**src/rtl/csi_pkg.sv**
```systemverilog
// -----------------------------------------------------------------------------
// csi_pkg
// Shared constants and types for the CSI-2 receive path.
//   RAW10_GROUP_BYTES : bytes per RAW10 packing group (4 MSB bytes + 1 LSB byte)
//   RAW10_GROUP_PIX   : pixels carried by one group
//   PIX_WIDTH         : bits per RAW10 pixel
//   state_t           : line framing state of the unpacker
// -----------------------------------------------------------------------------
package csi_pkg;

    localparam int RAW10_GROUP_BYTES = 5;
    localparam int RAW10_GROUP_PIX   = 4;
    localparam int PIX_WIDTH         = 10;

    typedef enum logic {
        IDLE   = 1'b0,
        ACTIVE = 1'b1
    } state_t;

endpackage

```
**src/rtl/raw10_group_decode.sv**
```systemverilog
// -----------------------------------------------------------------------------
// raw10_group_decode
// Combinational RAW10 group decoder. Byte 4 of the group carries the two
// LSBs of each pixel; pixel i takes its 8 MSBs from byte i and its 2 LSBs
// from bits [2i+1:2i] of byte 4.
// Ports:
//   group_bytes : in,  5 packed bytes, byte 0 at [7:0]
//   pixels      : out, 4 x 10-bit pixels, P0 at [9:0], P3 at [39:30]
// -----------------------------------------------------------------------------
module raw10_group_decode
    import csi_pkg::*;
(
    input  logic [8*RAW10_GROUP_BYTES-1:0]       group_bytes,
    output logic [RAW10_GROUP_PIX*PIX_WIDTH-1:0] pixels
);

    localparam int LSB_BYTE = RAW10_GROUP_BYTES - 1;

    always_comb begin
        pixels = '0;
        for (int i = 0; i < RAW10_GROUP_PIX; i++) begin
            pixels[PIX_WIDTH*i +: PIX_WIDTH] = {group_bytes[8*i +: 8],
                                                group_bytes[8*LSB_BYTE + 2*i +: 2]};
        end
    end

endmodule

```
**src/rtl/raw10_unpacker.sv**
```systemverilog
// -----------------------------------------------------------------------------
// raw10_unpacker
// Unpacks byte-aligned CSI-2 RAW10 payload beats into groups of four 10-bit
// pixels. Partial 5-byte groups are carried across beats in an 8-byte buffer.
// At most one group is consumed per beat, which keeps the byte count in the
// sequence 0->4->3->2->1->0 so the buffer can never overflow.
//
// Build option: define RAW10_LINE_CNT_EN to build the saturating per-line
// pixel counter and the line_pixels register; otherwise line_pixels is 0.
//
// Ports:
//   clk, rst       : clock, synchronous active-high reset
//   aligned_data   : in,  32-bit payload beat, byte 0 at [7:0]
//   aligned_valid  : in,  beat valid
//   end_of_packet  : in,  last beat of the line (qualified by aligned_valid)
//   pixel_data     : out, P0 at [9:0] .. P3 at [39:30]
//   pixel_valid    : out, pixel_data holds a new group
//   line_end       : out, one-cycle pulse after the eop beat
//   line_err       : out, one-cycle pulse, packet length not a multiple of 5
//   line_pixels    : out, pixel count of the last closed line
// -----------------------------------------------------------------------------
module raw10_unpacker
    import csi_pkg::*;
#(
    parameter int DATA_WIDTH = 32,
    parameter int CNT_WIDTH  = 16
) (
    input  logic                  clk,
    input  logic                  rst,
    input  logic [DATA_WIDTH-1:0] aligned_data,
    input  logic                  aligned_valid,
    input  logic                  end_of_packet,
    output logic [39:0]           pixel_data,
    output logic                  pixel_valid,
    output logic                  line_end,
    output logic                  line_err,
    output logic [CNT_WIDTH-1:0]  line_pixels
);

    localparam int GRP_W = 8 * RAW10_GROUP_BYTES;
    localparam int BUF_W = 64;

    logic [BUF_W-1:0] buf_p0;
    logic [3:0]       cnt_p0;
    state_t           state_p0;

    logic [6:0]       sh;
    logic [BUF_W-1:0] keep_mask;
    logic [BUF_W-1:0] merged;
    logic [BUF_W-1:0] rem_buf;
    logic [3:0]       total;
    logic [3:0]       rem_cnt;
    logic             take_grp;
    logic [39:0]      dec_pix;

    // Stage 0: append the beat above the buffered bytes and peel off one group.
    // Bytes at or above cnt are masked, so the data buffer needs no reset.
    always_comb begin
        sh        = {cnt_p0, 3'b000};
        keep_mask = ~({BUF_W{1'b1}} << sh);
        merged    = (buf_p0 & keep_mask)
                  | ({{(BUF_W-DATA_WIDTH){1'b0}}, aligned_data} << sh);
        total     = cnt_p0 + 4'd4;
        take_grp  = (total >= 4'(RAW10_GROUP_BYTES));
        if (take_grp) begin
            rem_cnt = total - 4'(RAW10_GROUP_BYTES);
            rem_buf = merged >> GRP_W;
        end else begin
            rem_cnt = total;
            rem_buf = merged;
        end
    end

    raw10_group_decode u_decode (
        .group_bytes (merged[GRP_W-1:0]),
        .pixels      (dec_pix)
    );

    always_ff @(posedge clk) begin
        if (aligned_valid) begin
            buf_p0 <= rem_buf;
        end
    end

    // Stage 1: registered outputs and framing control.
    always_ff @(posedge clk) begin
        if (rst) begin
            cnt_p0      <= '0;
            state_p0    <= IDLE;
            pixel_data  <= '0;
            pixel_valid <= 1'b0;
            line_end    <= 1'b0;
            line_err    <= 1'b0;
        end else begin
            pixel_valid <= aligned_valid && take_grp;
            line_end    <= aligned_valid && end_of_packet;
            line_err    <= aligned_valid && end_of_packet && (rem_cnt != 4'd0);
            if (aligned_valid) begin
                if (take_grp) begin
                    pixel_data <= dec_pix;
                end
                // Residue left at end of packet is dropped.
                cnt_p0 <= end_of_packet ? 4'd0 : rem_cnt;
                case (state_p0)
                    IDLE:    if (!end_of_packet) state_p0 <= ACTIVE;
                    ACTIVE:  if (end_of_packet)  state_p0 <= IDLE;
                    default: state_p0 <= IDLE;
                endcase
            end
        end
    end

`ifdef RAW10_LINE_CNT_EN
    logic [CNT_WIDTH-1:0] pix_cnt_p0;
    logic [CNT_WIDTH-1:0] pix_cnt_nxt;

    function automatic logic [CNT_WIDTH-1:0] sat_add_grp(input logic [CNT_WIDTH-1:0] a);
        logic [CNT_WIDTH:0] sum;
        sum = {1'b0, a} + (CNT_WIDTH+1)'(RAW10_GROUP_PIX);
        return sum[CNT_WIDTH] ? {CNT_WIDTH{1'b1}} : sum[CNT_WIDTH-1:0];
    endfunction

    always_comb begin
        pix_cnt_nxt = take_grp ? sat_add_grp(pix_cnt_p0) : pix_cnt_p0;
    end

    // Stage 1: line pixel count, includes the group closed by the eop beat.
    always_ff @(posedge clk) begin
        if (rst) begin
            pix_cnt_p0  <= '0;
            line_pixels <= '0;
        end else if (aligned_valid) begin
            if (end_of_packet) begin
                line_pixels <= pix_cnt_nxt;
                pix_cnt_p0  <= '0;
            end else begin
                pix_cnt_p0  <= pix_cnt_nxt;
            end
        end
    end
`else
    assign line_pixels = '0;
`endif

endmodule

```
**config.mk**
```make
export PLATFORM = sky130hd
export DESIGN_NAME = raw10_unpacker
export DESIGN_NICKNAME = d
export VERILOG_FILES = /design/src/rtl/csi_pkg.sv /design/src/rtl/raw10_group_decode.sv /design/src/rtl/raw10_unpacker.sv
export SDC_FILE = /design/constraint.sdc
export NUM_CORES = 1
export LEC_CHECK = 0
export ABC_AREA = 1
export BUFFER_PORTS_ARGS = -buffer_cell sky130_fd_sc_hd__buf_4
export CORE_UTILIZATION = 59
export CTS_BUF_LIST = sky130_fd_sc_hd__clkbuf_8
export DETAILED_ROUTE_END_ITERATION = 7
export PLACE_DENSITY = 0.86
export SLEW_MARGIN = 15
export SYNTH_ARGS = -nofsm -noshare
export SYNTH_HDL_FRONTEND = slang
export SYNTH_HIERARCHICAL = 1
export SYNTH_SLANG_ARGS = --single-unit
```
**constraint.sdc**
```tcl
create_clock -name clk -period 3 [get_ports clk]
set_input_delay 0.6 -clock clk [delete_from_list [all_inputs] [get_ports clk]]
set_output_delay 0.6 -clock clk [all_outputs]
set_load 0.005 [all_outputs]
```
==> results of run 1 <==
-- worst max-delay path: stages (launching register included) --
cell	delay [ns]
dfxtp_1	0.37
inv_2	0.11
buf_4	0.22
nor2_2	0.75
nand2_1	0.15
nand3_1	0.14
nand2_1	0.13
nand2_1	0.08
o21ai_0	0.10
nor2_1	0.11
-- logic make-up (layout without fill, tap and decap cells) --
family | Yosys count | after routing
buffers and inverters | 133 | 144
DFF | 111 | 111
adders and majority gates | 6 | 6
and+or+nand+nor | 481 | 481
AOI/OAI and AO/OA | 139 | 139
other | 1 | 16
-- layer usage --
layer | wire length (µm) | global-route usage | vias to the layer above
li1 | - | - | 2830
met3 | 1700 | 0.0513 | 38
met2 | 7180 | 0.447 | 365
met5 | 0 | 0 | -
met1 | 6530 | 0.404 | 2605
met4 | 475 | 0.112 | 0
-- final timing paths --
path	from	to	slack [ns]	depth (start not counted)
worst max-delay path	cnt_p0[1]	pixel_data[1]	0.79	9
worst min-delay path	rst	cnt_p0[3]	0.41	2
worst max register to register	cnt_p0[1]	pixel_data[1]	0.79	9
worst min register to register	pixel_data[30]	pixel_data[30]	0.49	2
-- flip-flops by register name, indices dropped and copies added (netlist names) --
register and count:
buf_p0 64, pixel_data 40, cnt_p0 4, line_end 1, line_err 1, pixel_valid 1
-- synth_stat cells --
library cell,n
o21ai_0,63
edfxtp_1,64
ha_1,6
o211ai_1,3
buf_2,20
nand2_2,1
nor2_2,2
nor2_1,93
dfxtp_1,47
buf_1,5
inv_2,3
inv_1,28
nand4_1,1
o21a_1,8
nand3_1,75
buf_6,1
clkinv_1,2
a21oi_1,45
a31oi_1,8
o21ai_1,12
nand3_2,1
nand2_1,306
nor2_4,2
buf_4,58
clkbuf_1,16
conb_1,1
-- layout make-up --
cell class / count / area, µm² / area share
clock buffers: 10 / 138 / 0.0201
clock inverters: 6 / 43.8 / 0.00638
inverters: 33 / 124 / 0.0180
multi-input cells: 642 / 2800 / 0.408
flip-flops and latches: 111 / 2860 / 0.417
well taps: 136 / 170 / 0.0248
repair buffers: 95 / 726 / 0.106
-- power groups by stage --
stage	registers (mW)	logic, mW	clock network (mW)
final	1.91	1.03	0.873
after global routing	1.93	1.15	0.929
after CTS	1.91	1.02	0.869
after detailed placement	1.94	1.02	0
after global placement	1.94	0.993	0
after floorplan	1.94	0.787	0
-- through the flow --
step,total power [mW],instances,cell area (µm²)
after CTS,3.80,1033,6860
after floorplan,2.73,886,6410
after detailed placement,2.96,1017,6680
after global placement,2.93,1017,6680
after global routing,4.01,1033,6860
final,3.81,1033,6860
==> metrics.cfg, run 1 <==
[clocking]
worstSkewPairLatency_ns=0.39
clk_path_buf_depth=2
clkSlewWorstSetupHoldPaths_ns=0.11
root_buffer=clkbuf_8
postCtsHoldBufs=0
cts_buffers=9
post_cts_buffers=0
clock-sinks=111
cts_max_level=3
cts_tree=built
cts_resized=0

[sta]
hold_viol=0
fin_ws_ns=0.790
setup_violations=0
rsz0062_at_grt=false
fmax_mhz=453
max_slew_margin=0.347
finalMaxSlewViolations=0
tns_ns=0
fin_crit_ns=2.21
holdWs_ns=0.409
tightest_slew_ns=0.978
worst_clock_skew_ns=0.00997
timing.final.crit_share=0.737

[floorplan]
fp-row-count=37
core_area_mm2=0.0104
die_x_um=106
io_pins=95
initial_core_util=0.613
design.die.area_mm2=0.0112
die_y_um=106

[synth]
yosysWarnings=6
synth-simple-area-share=0.304
ys_top_cells_by_area=edfxtp_1, nand2_1, dfxtp_1
yosysTopAreaCell=edfxtp_1
synthXorXnorAreaFrac=0
ys_ff_latch=111
synth_top_family_by_area=simple AND/OR/NAND/NOR gates
ys_seq_area_frac=0.450
synth_compound_area_frac=0.115
synthAdderAreaFrac=0.0118
synthesis.area_mm2=0.00635
synth.top_cell.area_share=0.302
avgSynthCellArea_um2=7.30
muxShareOfSynthArea=0
netlist_instances=871
synth_cell_types=26

[global_routing]
grt_pass1_wl_mm=25.1
antenna_found_initial=0
grt_overflow=0
grt_max_degree=91
grt_usage=0.289
grt_pass1_vias=5067

[cells_and_area]
drive_gt1_frac=0.133
postLayoutCoreUtil=0.662
n_antenna_cell=0
fillCellCount=929
final_common_cell=nand2_1
final_nets=934
layout_common_cells=nand2_1, buf_4, nor2_1, nand3_1, edfxtp_1
area_growth_pct=7.99

[placed_design]
gp_congestion=0.930
preCtsSetupSlack_ns=0.863
numPortBuffers=78
dp_hpwl_mm=11.2

[power]
power_frac_comb=0.271
clkPwrFrac=0.229
leakage_nw=3.20
power.density_mw_per_mm2=556
ir_drop_mv=0.262
power.switching_mw=1.26
swShare=0.332
seqPwrFrac=0.500
power.internal_mw=2.55

[critical_path]
cp_data_required_time_ns=3.34
worstSetupPathType=reg2reg
critPathMaxFanout=24
worst_setup_path_end_kind=flip-flop
startpoint_type=flip-flop
worstPathArrival_ns=2.55

[run_status]
status=finished clean

[route]
vias=5838
detail-route-antenna-nets=0
wl_mm=15.9
post_drt_wl_per_cell_um=15.4
drt_iter0_markers=630
first_pass_iters=5
drcViolationCount=0
viasPerCell=5.65

[min_path]
hold_class=in2reg

[job]
maxCapViolCount=0

Note: power is estimated with default switching activity, not from simulation.
==> run 2, diff against run 1 <==
--- a/config.mk
+++ b/config.mk
@@ -5,12 +5,12 @@
 export SDC_FILE = /design/constraint.sdc
 export NUM_CORES = 1
 export LEC_CHECK = 0
-export ABC_AREA = 1
+export ABC_AREA = 0
 export BUFFER_PORTS_ARGS = -buffer_cell sky130_fd_sc_hd__buf_4
-export CORE_UTILIZATION = 59
+export CORE_UTILIZATION = 54
 export CTS_BUF_LIST = sky130_fd_sc_hd__clkbuf_8
 export DETAILED_ROUTE_END_ITERATION = 7
-export PLACE_DENSITY = 0.86
+export PLACE_DENSITY = 0.83
 export SLEW_MARGIN = 15
 export SYNTH_ARGS = -nofsm -noshare
 export SYNTH_HDL_FRONTEND = slang
==> constraint.sdc (replaced) <==
create_clock -name clk -period 1.9 [get_ports clk]
set_input_delay 0.38 -clock clk [delete_from_list [all_inputs] [get_ports clk]]
set_output_delay 0.38 -clock clk [all_outputs]
set_load 0.005 [all_outputs]
==> metrics.cfg, run 2 <==
[cells_and_area]
seqCellArea_mm2=0.00288
largest_reg_flops=64
layout_common_cells=buf_4, a21oi_1, edfxtp_1, o21ai_0, dfxtp_1
drive_gt1_frac=0.251
top_register=buf_p0
final_nets=755
final_common_cell=buf_4
fillCellCount=939
area_growth_pct=13.3
top_regs=buf_p0: 64 flops, pixel_data: 40 flops, cnt_p0: 4 flops
fin_area_mm2=0.00746
multi_input_comb_area_mm2=0.00312
n_antenna_cell=0

[floorplan]
fp-row-count=39
design.die.area_mm2=0.0126
io_pins=95
initial_core_util=0.565
die_x_um=112
die_y_um=112
core_area_mm2=0.0117

[sta]
hold_viol=0
max_slew_margin=0.546
holdWs_ns=0.268
worst_clock_skew_ns=0.0108
fmax_mhz=518
fin_ws_ns=-0.0306
timing.final.crit_share=1.02
finalMaxSlewViolations=0
tightest_slew_ns=0.679
setup_violations=5
rsz0062_at_grt=true
fin_crit_ns=1.93

[min_path]
holdPathEnd=line_end
hold_start=end_of_packet
min_path_cells=3
hold_class=in2reg

[synth]
yosysWarnings=6
ys_ff_latch=111
synth_cell_types=53
synthesis.area_mm2=0.00659
yosysMostFrequentCell=a21oi_1
synthArstFlopShare=0
avgSynthCellArea_um2=9.60
netlist_top_cells_count=a21oi_1, edfxtp_1, buf_4
netlist_instances=686
yosysTopAreaCell=edfxtp_1
synth.top_cell.area_share=0.292
synth_ff_type=edfxtp_1
synth-edff-count=64
ys_top_cells_by_area=edfxtp_1, dfxtp_1, buf_4
ys_seq_area_frac=0.435

[clocking]
root_buffer=clkbuf_8
cts_tree=built
clock-sinks=111
clk_path_buf_depth=2
cts_max_level=3
cts_buffers=9
clkSlewWorstSetupHoldPaths_ns=0.10
worstSkewPairLatency_ns=0.39

[power]
power_mw=6.68
ir_drop_mv=0.730
power.density_mw_per_mm2=896
leakage_nw=2.91

[critical_path]
critPathMaxFanout=10
worst_setup_path_end_kind=flip-flop
r2r_slack_ns=-0.03
worstSetupPathType=reg2reg
r2r_cells=5
startpoint_type=flip-flop
worstPathArrival_ns=2.06
r2r-start=cnt_p0[1]
reg2reg_to=buf_p0[8]
cp_data_required_time_ns=2.03

[route]
viasPerCell=6.40
first_pass_iters=5
drcViolationCount=0
detail-route-antenna-nets=0
vias=5503
post_drt_wl_per_cell_um=21.1
wl_mm=18.2
drt_iter0_markers=608

[global_routing]
grt_max_degree=64
grt_pass1_wl_mm=28.4
grt_overflow=0
grt_usage=0.294
antenna_found_initial=0
grt_pass1_vias=5343

[run_status]
violations=negative setup slack
status=finished with violations

[placed_design]
numPortBuffers=78
gp_congestion=0.940
placed_area_mm2=0.00717
dp_hpwl_mm=12.9

[job]
maxCapViolCount=0

[run 2: cell count changes after synthesis, moves of 10 or more]
cell      change
a21o_1       +10
a21oi_1      +22
a221oi_1     +15
a22o_1       +24
a22oi_1      +16
and2_1       +16
mux2i_1      +39
nand2_1     -270
nand3_1      -33
nor2_1       -49
o21ai_0      -18
[run 2: cell type report]
cell class              count  share of cell area
multi-input cells         451               0.419
flip-flops and latches    111               0.385
repair buffers            118               0.138
well taps                 143              0.0240
clock buffers              10              0.0184
inverters                  22              0.0127
clock inverters             5             0.00268
[run 2: worst max-delay path, stage by stage (launching register included)]
cell and delay (ns):
dfxtp_4 0.40, buf_12 0.15, ha_1 0.19, a21o_1 0.30, a221oi_1 0.46, mux2i_1 0.16
[run 2: stage by stage]
step	TNS, ns	setup WS [ns]	utilization	std cells
after global routing	-0.882	-0.0766	0.640	860
final	-0.0643	-0.0306	0.640	860
after detailed placement	-0.747	-0.0914	0.615	840
after floorplan	-1.62	-0.131	-	701
after CTS	0	0.0117	0.631	855
after global placement	-0.112	-0.0592	0.615	840
[run 2: power breakdown]
part           switching, mW  total (mW)  internal, mW
Clock                  0.780        1.27         0.487
Sequential             0.153        3.08          2.93
Combinational           1.33        2.33         0.999
Total                   2.27        6.68          4.41
[run 2: cell families after synthesis]
family / synth area share
AOI/OAI and AO/OA: 0.212
and+or+nand+nor: 0.121
buffers and inverters: 0.127
DFF: 0.435
muxes: 0.0906
adders and majority gates: 0.0114
xor gates and xnor gates: 0.00266
other: 0.000569
[run 2: worst max-delay path by stage]
| stage | startpoint | depth (start not counted) | end | slack (ns) |
|---|---|---|---|---|
| after floorplan | cnt_p0[0] | 10 | buf_p0[38] | -0.13 |
| after global placement | cnt_p0[0] | 6 | buf_p0[35] | -0.06 |
| after detailed placement | cnt_p0[0] | 6 | buf_p0[35] | -0.09 |
| after CTS | cnt_p0[1] | 5 | buf_p0[8] | 0.01 |
| after global routing | cnt_p0[1] | 5 | buf_p0[10] | -0.08 |
| final | cnt_p0[1] | 5 | buf_p0[8] | -0.03 |
[run 2: timing repair]
item,4_1_cts,5_1_grt
hold buffers,0,0
endpoints found under the setup margin,46,63
gates cloned,0,2
pin swaps,0,2
gates resized for setup,9,12
buffers inserted,0,3
[run 2: routing by layer]
metal  global-route usage  wire length, µm  share of wire  vias to the layer above
met5                    0                0              0                        -
met4                0.168              964          0.053                        0
met3               0.0621             1280          0.070                       58
met2                0.479             8730           0.48                      281
met1                0.363             7180           0.40                     2649
li1                     -                -              -                     2515
